`config.mk`:
```
export PLATFORM = sky130hd
export DESIGN_NAME = serial_deserializer_flat
export DESIGN_NICKNAME = d
export VERILOG_FILES = /design/src/rtl/serial_deserializer_pkg.sv /design/src/rtl/serial_deserializer_if.sv /design/src/rtl/serial_deserializer_out_buf.sv /design/src/rtl/serial_deserializer.sv /design/src/flat_wrapper.sv
export SDC_FILE = /design/constraint.sdc
export NUM_CORES = 1
export LEC_CHECK = 0
export BUFFER_PORTS_ARGS = -buffer_cell sky130_fd_sc_hd__buf_2
export CORE_MARGIN = 2
export CORE_UTILIZATION = 28
export CTS_CLUSTER_SIZE = 28
export DETAILED_ROUTE_END_ITERATION = 12
export SETUP_SLACK_MARGIN = 0.1
export SLEW_MARGIN = 20
export SYNTH_ARGS = -nofsm -noshare
export SYNTH_HDL_FRONTEND = slang
export SYNTH_SLANG_ARGS = --single-unit
```
`constraint.sdc`:
```
create_clock -name clk -period 2 [get_ports clk]
set_clock_uncertainty 0.15 [all_clocks]
set_input_delay 0.2 -clock clk [delete_from_list [all_inputs] [get_ports clk]]
set_output_delay 0.2 -clock clk [all_outputs]
set_load 0.005 [all_outputs]
```
`src/rtl/serial_deserializer_pkg.sv`:
```
// -----------------------------------------------------------------------------
// serdes_pkg
// Shared definitions for the serial deserializer slice:
//   DEFAULT_N   - default assembled word width in bits
//   CNT_W       - bit-counter width for the default word width
//   cnt_width() - bit-counter width for any legal word width (2..32)
//   buf_state_e - output holding register state encoding (EMPTY/FULL)
// -----------------------------------------------------------------------------
package serdes_pkg;

   localparam int DEFAULT_N = 6;
   localparam int CNT_W     = $clog2(DEFAULT_N);

   typedef enum logic {
      BUF_EMPTY = 1'b0,
      BUF_FULL  = 1'b1
   } buf_state_e;

   // Counter width able to hold 0..n-1; n is at least 2, so this is at least 1.
   function automatic int cnt_width(input int n);
      return $clog2(n);
   endfunction

endpackage

```
`src/rtl/serial_deserializer_if.sv`:
```
// -----------------------------------------------------------------------------
// serial_deserializer_if
// Groups the serial input strobe, the word output handshake and the error
// flag of the deserializer.
//   I, in_valid, sync    - serial bit, bit strobe, frame marker (to design)
//   out_data, out_valid  - assembled word and its valid flag (from design)
//   out_ready            - consumer accepts the presented word (to design)
//   overrun, clr_err     - sticky dropped-word flag and its clear
// Modports: master = stimulus/consumer side, slave = deserializer side.
// -----------------------------------------------------------------------------
interface serial_deserializer_if
   import serdes_pkg::*;
#(
   parameter int N = DEFAULT_N
) ();

   logic         I;
   logic         in_valid;
   logic         sync;
   logic [N-1:0] out_data;
   logic         out_valid;
   logic         out_ready;
   logic         overrun;
   logic         clr_err;

   modport master (
      output I, in_valid, sync, out_ready, clr_err,
      input  out_data, out_valid, overrun
   );

   modport slave (
      input  I, in_valid, sync, out_ready, clr_err,
      output out_data, out_valid, overrun
   );

endinterface

```
`src/rtl/serial_deserializer_out_buf.sv`:
```
// -----------------------------------------------------------------------------
// deser_out_buf
// Single-entry valid/ready holding register for completed words, with sticky
// overrun detection when a word completes while the entry is still held.
// Ports:
//   clk, rst_n    - clock, asynchronous active-low reset
//   word_i        - completed word from the assembler
//   complete_i    - word_i is a finished word this cycle
//   out_ready_i   - consumer accepts the held word
//   clr_err_i     - synchronous clear of the overrun flag
//   out_data_o    - held word (registered)
//   out_valid_o   - held word not yet consumed (registered state)
//   overrun_o     - sticky: a completed word was dropped (registered)
// -----------------------------------------------------------------------------
module deser_out_buf
   import serdes_pkg::*;
#(
   parameter int N = DEFAULT_N
) (
   input  logic         clk,
   input  logic         rst_n,
   input  logic [N-1:0] word_i,
   input  logic         complete_i,
   input  logic         out_ready_i,
   input  logic         clr_err_i,
   output logic [N-1:0] out_data_o,
   output logic         out_valid_o,
   output logic         overrun_o
);

   buf_state_e   state_q, state_d;
   logic [N-1:0] data_q, data_d;
   logic         overrun_q, overrun_d;
   logic         drop_s;

   // Next-state, data capture and overrun logic for the holding register.
   always_comb begin
      state_d   = state_q;
      data_d    = data_q;
      drop_s    = 1'b0;
      case (state_q)
         BUF_EMPTY: begin
            // out_ready while empty is deliberately ignored.
            if (complete_i) begin
               state_d = BUF_FULL;
               data_d  = word_i;
            end else begin
               state_d = BUF_EMPTY;
            end
         end
         BUF_FULL: begin
            if (complete_i && out_ready_i) begin
               // Held word leaves and the new one takes its place: no bubble.
               state_d = BUF_FULL;
               data_d  = word_i;
            end else if (complete_i) begin
               // Consumer stalled: keep the held word, lose the new one.
               state_d = BUF_FULL;
               drop_s  = 1'b1;
            end else if (out_ready_i) begin
               state_d = BUF_EMPTY;
            end else begin
               state_d = BUF_FULL;
            end
         end
         default: begin
            state_d = BUF_EMPTY;
         end
      endcase

      // A drop in the same cycle as a clear wins, so no event is lost.
      if (drop_s) begin
         overrun_d = 1'b1;
      end else if (clr_err_i) begin
         overrun_d = 1'b0;
      end else begin
         overrun_d = overrun_q;
      end
   end

   // Holding register state, data and overrun flops.
   always_ff @(posedge clk or negedge rst_n) begin
      if (!rst_n) begin
         state_q   <= BUF_EMPTY;
         data_q    <= '0;
         overrun_q <= 1'b0;
      end else begin
         state_q   <= state_d;
         data_q    <= data_d;
         overrun_q <= overrun_d;
      end
   end

   assign out_data_o  = data_q;
   assign out_valid_o = (state_q == BUF_FULL);
   assign overrun_o   = overrun_q;

endmodule

```
`src/rtl/serial_deserializer.sv`:
```
// -----------------------------------------------------------------------------
// serial_deserializer
// Assembles an MSB-first serial bit stream into N-bit words. A frame marker
// (sync) restarts word assembly; completed words go to a single-entry
// valid/ready holding register that flags dropped words as overrun.
// Ports:
//   clk    - single clock, rising edge
//   rst_n  - asynchronous active-low reset (release synchronised externally)
//   bus    - serial_deserializer_if.slave: I, in_valid, sync, out_ready,
//            clr_err in; out_data, out_valid, overrun out
// All outputs come straight from flops; I and in_valid only reach them
// through the holding register.
// -----------------------------------------------------------------------------
module serial_deserializer
   import serdes_pkg::*;
#(
   parameter int N = DEFAULT_N
) (
   input  logic                  clk,
   input  logic                  rst_n,
   serial_deserializer_if.slave  bus
);

   localparam int             CW   = cnt_width(N);
   localparam logic [CW-1:0]  LAST = CW'(N - 1);

   logic [CW-1:0] count_q, count_d;
   logic [N-1:0]  shreg_q, shreg_d;
   logic [N-1:0]  word_s;
   logic          complete_s;
   logic [N-1:0]  out_data_s;
   logic          out_valid_s;
   logic          overrun_s;

   // Bit counter and shift register next-state; sync beats completion.
   always_comb begin
      count_d    = count_q;
      shreg_d    = shreg_q;
      complete_s = 1'b0;
      word_s     = {shreg_q[N-2:0], bus.I};
      if (bus.in_valid) begin
         if (bus.sync) begin
            // Partial word thrown away; this bit is bit 0 of the new word.
            shreg_d = {{(N-1){1'b0}}, bus.I};
            count_d = CW'(1);
         end else if (count_q == LAST) begin
            shreg_d    = word_s;
            count_d    = '0;
            complete_s = 1'b1;
         end else begin
            shreg_d = word_s;
            count_d = count_q + CW'(1);
         end
      end else begin
         count_d = count_q;
         shreg_d = shreg_q;
      end
   end

   // Bit counter and assembly register flops.
   always_ff @(posedge clk or negedge rst_n) begin
      if (!rst_n) begin
         count_q <= '0;
         shreg_q <= '0;
      end else begin
         count_q <= count_d;
         shreg_q <= shreg_d;
      end
   end

   deser_out_buf #(
      .N (N)
   ) u_out_buf (
      .clk         (clk),
      .rst_n       (rst_n),
      .word_i      (word_s),
      .complete_i  (complete_s),
      .out_ready_i (bus.out_ready),
      .clr_err_i   (bus.clr_err),
      .out_data_o  (out_data_s),
      .out_valid_o (out_valid_s),
      .overrun_o   (overrun_s)
   );

   assign bus.out_data  = out_data_s;
   assign bus.out_valid = out_valid_s;
   assign bus.overrun   = overrun_s;

endmodule
```
`src/flat_wrapper.sv`:
```
// flat-port wrapper written by rule: the top's interface ports become plain ports
module serial_deserializer_flat import serdes_pkg::*;
#(
   parameter int N = DEFAULT_N
)
  (clk, rst_n, bus_I, bus_in_valid, bus_sync, bus_out_ready, bus_clr_err, bus_out_data, bus_out_valid, bus_overrun);
  serial_deserializer_if #(.N(N)) bus_i ();
  input  logic clk;
  input  logic rst_n;
  input wire logic [$bits(bus_i.I)-1:0] bus_I;
  input wire logic [$bits(bus_i.in_valid)-1:0] bus_in_valid;
  input wire logic [$bits(bus_i.sync)-1:0] bus_sync;
  input wire logic [$bits(bus_i.out_ready)-1:0] bus_out_ready;
  input wire logic [$bits(bus_i.clr_err)-1:0] bus_clr_err;
  output wire logic [$bits(bus_i.out_data)-1:0] bus_out_data;
  output wire logic [$bits(bus_i.out_valid)-1:0] bus_out_valid;
  output wire logic [$bits(bus_i.overrun)-1:0] bus_overrun;
  assign bus_i.I = bus_I;
  assign bus_i.in_valid = bus_in_valid;
  assign bus_i.sync = bus_sync;
  assign bus_i.out_ready = bus_out_ready;
  assign bus_i.clr_err = bus_clr_err;
  assign bus_out_data = bus_i.out_data;
  assign bus_out_valid = bus_i.out_valid;
  assign bus_overrun = bus_i.overrun;
  serial_deserializer #(.N(N)) u_core (.clk(clk), .rst_n(rst_n), .bus(bus_i));
endmodule
```
==> qor.csv, run 1 <==
metric;value;unit
status;complete, no violations;
Synthesized Nets;63;
Overflow after GRT;0;
pin count of the biggest net entering global routing;17;
clock sink total;16;
syn avg cell area;12.2;um2
max-cap violations;0;
Post-Syn Instances;56;
slew at the pin closest to its max-slew limit;0.347;ns
clock buffer depth;2;
post-route ant nets;0;
area fraction of the dominant cell type after synthesis;58.8;%
Final nets;82;
RSZ-0062 raised after global routing;no;
# rows;17;
mapped cell area;681;um2
initial antenna violation count;0;
cell taking the most area after synthesis;dfrtp_1;
sequential area share after synthesis;58.8;%
most common cell after layout, fill and taps aside;dfrtp_1;
Yosys warning total;0;
maximum VDD drop;0.000310;V
CTS clk-pin slew, worst paths;0.09;ns
placed cell areas;771;um2
Synth area leaders;dfrtp_1 59%, mux2_4 13%, o21ai_0 3.7%, inv_1 3.3%, nand3b_1 3.3%;
Total Power Consumption;692;uW
H-tree levels;1;
largest stage delay on the critical path;0.41;ns
Pwr Density;851;mW/mm2
clock group share of total power;23.2;%
Final min period;1.55;ns
post-synthesis register bit count;16;
die width;53.3;um
internal power;519;uW
DRC;0;
Slowest-stage cell, CP;dfrtp_1;
number of CTS-inserted buffers;3;
drt first pass iters;4;
Seq pwr share;57.9;%
Final Setup Violations;0;
final critical-path setup slack;0.454;ns
die area;0.00284;mm2
Hold WS;0.0105;ns
leakage power;0.000406;uW
total track usage;10.2;%
Setup crit end kind;register;
root buf cell;clkbuf_4;
Avg WL per Cell;12.5;um
pre-CTS setup slack;0.438;ns
power share of the combinational group;18.9;%
Via density;4.56;
CP cell instances;and3b_1 -> and4_4 -> mux2_4;
core area;0.00225;mm2
most frequent cells in the layout;16 x dfrtp_1, 14 x buf_2, 6 x inv_1, 6 x mux2_4;
worst min-delay path class;in2reg;
total net switching power;174;uW
endpoints failing hold;0;
vias in the first global route;455;
peak fanout along the critical path;6;
TritonCTS clock tree;built;
required time of the worst setup path;2.01;ns
Final period util;77.3;%
CP Class;reg2reg;
setup TNS;0;ns
fraction of layout cells with a size suffix above 1;34.2;%
post-synth cell types;18;
initial drt markers;14;
Clk Latency, worst-skew pair;0.28;ns
setup bufs post-CTS;0;
Slew HR;76.8;%
GP Congestion;0.707;
quantity of I/O buffers inserted on ports;14;
CP arrival;1.56;ns
startpoint types;register;
Initial Util;30.2;%
Routed WL;1270;um
Fillers;237;
Final HPWL DP;942;um
Sw Share;25.1;%
first-pass GRT wire length;2030;um
Die Span Y;53.3;um
area grow syn2layout;19.5;%
Fmax;0.647;GHz
Max Slew Vio Count;0;
Ant. Diodes;0;
number of top-level pins;15;
via count;461;
fin area;813;um2
[synth_stat cells (all sizes together)]
master / number
and2b: 1
o21ai: 5
nor2: 3
o22ai: 2
and3b: 1
nor2b: 1
clkbuf: 1
nand3b: 3
a31oi: 1
nand3: 1
inv: 6
buf: 1
dfrtp: 16
nand2b: 1
mux2: 7
and4: 1
nand2: 5
[final cells by class]
cell class	instances	area, um2	area share [%]
Tap cell	28	35.0	4.31
Timing Repair Buffer	16	90.1	11.1
Inverter	6	22.5	2.77
Sequential cell	16	400	49.2
Clock buffer	3	22.5	2.77
Multi-Input combinational cell	32	243	29.8
[worst max-delay path: cells and delay by family (launching register included)]
kind             cells  cell delay, ns
AND/OR/NAND/NOR      2            0.56
flip-flops           1            0.41
multiplexers         1            0.31
[power by group through the flow]
stage	clock, uW	sequential (uW)	combinational, uW
floorplan	0	404	74.5
global placement	0	405	126
detailed placement	0	408	131
CTS	168	402	134
global route	182	408	147
finish	161	401	131
[kinds of logic (layout without fill, tap and decap cells)]
kind of cell,Yosys count,in the layout,share of synthesized area [%]
AO/OA/AOI/OAI,8,8,6.43
buffers and inverters,8,25,5.51
flip-flops,16,16,58.8
multiplexers,7,7,14.9
AND/OR/NAND/NOR,17,17,14.3
[layer usage]
| metal | GRT usage [%] | share of wire [%] |
|---|---|---|
| met1 | 12.1 | 41 |
| met2 | 16.3 | 52 |
| met3 | 3.39 | 5.1 |
| met4 | 5.13 | 1.1 |
| met5 | 0 | 0 |
[sequential cells by signal (all words and copies together), names as in the netlist]
name and cells:
u_core.count_q 3, u_core.u_out_buf.out_data_o 6, u_core.shreg_q 5, u_core.u_out_buf.out_valid_o 1, u_core.u_out_buf.overrun_o 1
[final timing paths]
path                                                            startpoint                                          to  slack (ns)  cells past startpoint
max in group asynchronous                                            rst_n               u_core.shreg_q[2]$_DFFE_PN0P_        1.25                      2
worst max register to register               u_core.count_q[0]$_DFFE_PN0P_  u_core.u_out_buf.out_data_o[5]$_DFFE_PN0P_        0.45                      3
worst max-delay path                         u_core.count_q[0]$_DFFE_PN0P_  u_core.u_out_buf.out_data_o[5]$_DFFE_PN0P_        0.45                      3
worst min register to register  u_core.u_out_buf.out_data_o[5]$_DFFE_PN0P_  u_core.u_out_buf.out_data_o[5]$_DFFE_PN0P_        0.36                      1
min in group asynchronous                                            rst_n               u_core.shreg_q[0]$_DFFE_PN0P_        0.20                      2
worst min-delay path                                                 bus_I  u_core.u_out_buf.out_data_o[0]$_DFFE_PN0P_        0.01                      2
[per-stage QoR]
step           utilization, %  std cells
4_1_cts                  36.1        101
3_5_place_dp             34.2         96
3_3_place_gp             34.2         96
5_1_grt                  36.1        101
6_report                 36.1        101
2_1_floorplan               -         56
[what timing repair did]
action | 4_1_cts | 5_1_grt
endpoints found under the hold margin | 17 | 0
hold buffers | 2 | 0
resized for setup | 0 | 0
No activity file was read; power rests on OpenSTA's default activity.
==> run 2, diff against run 1 <==
==> constraint.sdc (replaced) <==
create_clock -name clk -period 1.41 [get_ports clk]
set_clock_uncertainty 0.15 [all_clocks]
set_input_delay 0.141 -clock clk [delete_from_list [all_inputs] [get_ports clk]]
set_output_delay 0.141 -clock clk [all_outputs]
set_load 0.005 [all_outputs]
==> qor.csv, run 2 (synthesis results as in run 1) <==
metric;value;unit;change
status;complete, no violations;;
M3 GR Usage;1.69;%;-1.7 points
core area;0.00225;mm2;unchanged
pin count of the biggest net entering global routing;17;;unchanged
vias in the first global route;505;;+11%
Die Span Y;53.3;um;unchanged
most common cell after layout, fill and taps aside;dfrtp_1;;
Final period util;98.8;%;+21 points
area grow syn2layout;28.7;%;
first-pass GRT wire length;2170;um;+7.1%
flip-flop count of the largest register after layout;6;;unchanged
post-route ant nets;0;;unchanged
CP startpoint;u_core.count_q[0]$_DFFE_PN0P_;;
Ant. Diodes;0;;unchanged
Initial Util;30.2;%;unchanged
total track usage;10.4;%;+0.25 points
Setup crit end kind;register;;
number of CTS-inserted buffers;3;;unchanged
CTS clk-pin slew, worst paths;0.08;ns;about the same
number of top-level pins;15;;unchanged
max-cap violations;0;;unchanged
Via density;4.50;;-1.3%
Worst R2R Setup Slack;0.02;ns;-0.44 ns
Max Slew Vio Count;0;;unchanged
Routed WL;1240;um;-2.1%
Fmax;0.718;GHz;+11%
quantity of I/O buffers inserted on ports;14;;unchanged
CP Class;reg2reg;;
TritonCTS clock tree;built;;
die area;0.00284;mm2;unchanged
maximum VDD drop;0.000590;V;+90%
H-tree levels;1;;unchanged
Reg-to-Reg End;u_core.u_out_buf.out_data_o[4]$_DFFE_PN0P_;;
DRC;0;;unchanged
fraction of layout cells with a size suffix above 1;39.5;%;+5.3 points
Overflow after GRT;0;;unchanged
worst min-delay path class;in2reg;;
Slew HR;76.5;%;-0.32 points
clock buffer depth;2;;unchanged
Final nets;90;;+9.8%
# rows;17;;unchanged
area of the multi-input gates;243;um2;unchanged
required time of the worst setup path;1.42;ns;-0.59 ns
met1 usage;13.1;%;+1.1 points
RSZ-0062 raised after global routing;yes;;
GR peak layer;met2;;
Pwr Density;1140;mW/mm2;+34%
peak fanout along the critical path;6;;unchanged
Total Power Consumption;1000;uW;+45%
CP arrival;1.40;ns;-0.16 ns
startpoint types;register;;
clock sink total;16;;unchanged
drt first pass iters;3;;-1
leakage power;0.000443;uW;+9.2%
Seq. cell area;400;um2;unchanged
placed cell areas;816;um2;+5.8%
Reg2Reg Depth;3;;unchanged
Final min period;1.39;ns;-0.153 ns
die width;53.3;um;unchanged
Clk Latency, worst-skew pair;0.27;ns;about the same
GP Congestion;0.693;;-1.9%
most frequent cells in the layout;16 x dfrtp_1, 14 x buf_2, 7 x buf_4;;
initial antenna violation count;0;;unchanged
met2 capacity usage during global routing;17.1;%;+0.82 points
fin area;876;um2;+7.7%
Avg WL per Cell;11.4;um;-9.3%
Reg2Reg Launch Point;u_core.count_q[0]$_DFFE_PN0P_;;
slew at the pin closest to its max-slew limit;0.352;ns;+0.00475 ns
Hold Path Cell Cnt;3;;+1
post_cts resized;0;;unchanged
via count;491;;+6.5%
Final Setup Violations;0;;unchanged
Fillers;228;;-3.8%
root buf cell;clkbuf_4;;
initial drt markers;1;;-13
Worst Setup EP;u_core.u_out_buf.out_data_o[4]$_DFFE_PN0P_;;
endpoints failing hold;0;;unchanged
## run 2: final cells by class
class,instances,area share [%]
inverter,6,2.57
multi-input combinational,32,27.7
timing repair buffer,24,17.4
clock buffer,3,2.57
tap,28,4.00
sequential,16,45.7
## run 2: critical path: stages (launching register included)
cell	delay (ns)
dfrtp_1	0.35
and3b_1	0.17
and4_4	0.30
mux2_4	0.31
## run 2: how the worst min path moves through the flow
stage | endpoint | slack [ns] | startpoint
floorplan | u_core.count_q[0]$_DFFE_PN0P_ | -0.30 | rst_n
finish | u_core.count_q[1]$_DFFE_PN0P_ | 0.02 | bus_sync
global route | u_core.count_q[1]$_DFFE_PN0P_ | 0.01 | bus_sync
detailed placement | u_core.u_out_buf.out_data_o[3]$_DFFE_PN0P_ | -0.08 | rst_n
CTS | u_core.count_q[1]$_DFFE_PN0P_ | 0.02 | bus_sync
global placement | u_core.u_out_buf.out_data_o[0]$_DFFE_PN0P_ | -0.08 | rst_n
## run 2: timing repair
item,4_1_cts,5_1_grt
endpoints found under the hold margin,19,0
endpoints found under the setup margin,6,7
buffers inserted,1,0
hold buffers,3,0
## run 2: stage by stage
stage                     worst slack [ns]  hold WS (ns)  util [%]  instances  TNS (ns)
final                               0.0172        0.0238      38.8        109         0
after global routing               -0.0391        0.0105      38.8        109    -0.194
after CTS                           0.0102        0.0187      38.8        109         0
after detailed placement            0.0245       -0.0761      36.2        102         0
after global placement              0.0462       -0.0800      36.2        102         0
after floorplan                    -0.0681        -0.305         -         56    -0.408
## run 2: metal layers
layer	wire [um]	share of wire [%]	up-vias
li1	-	-	238
met1	568	46	243
met2	621	50	8
met3	38	3.1	2
met4	10	0.81	0
met5	0	0	-
## run 2: power breakdown
part	internal (uW)	leakage [uW]	total (uW)	switching [uW]
combinational	134	0.000218	210	75.2
clock	98.8	0.0000138	226	127
sequential	523	0.000212	567	43.7
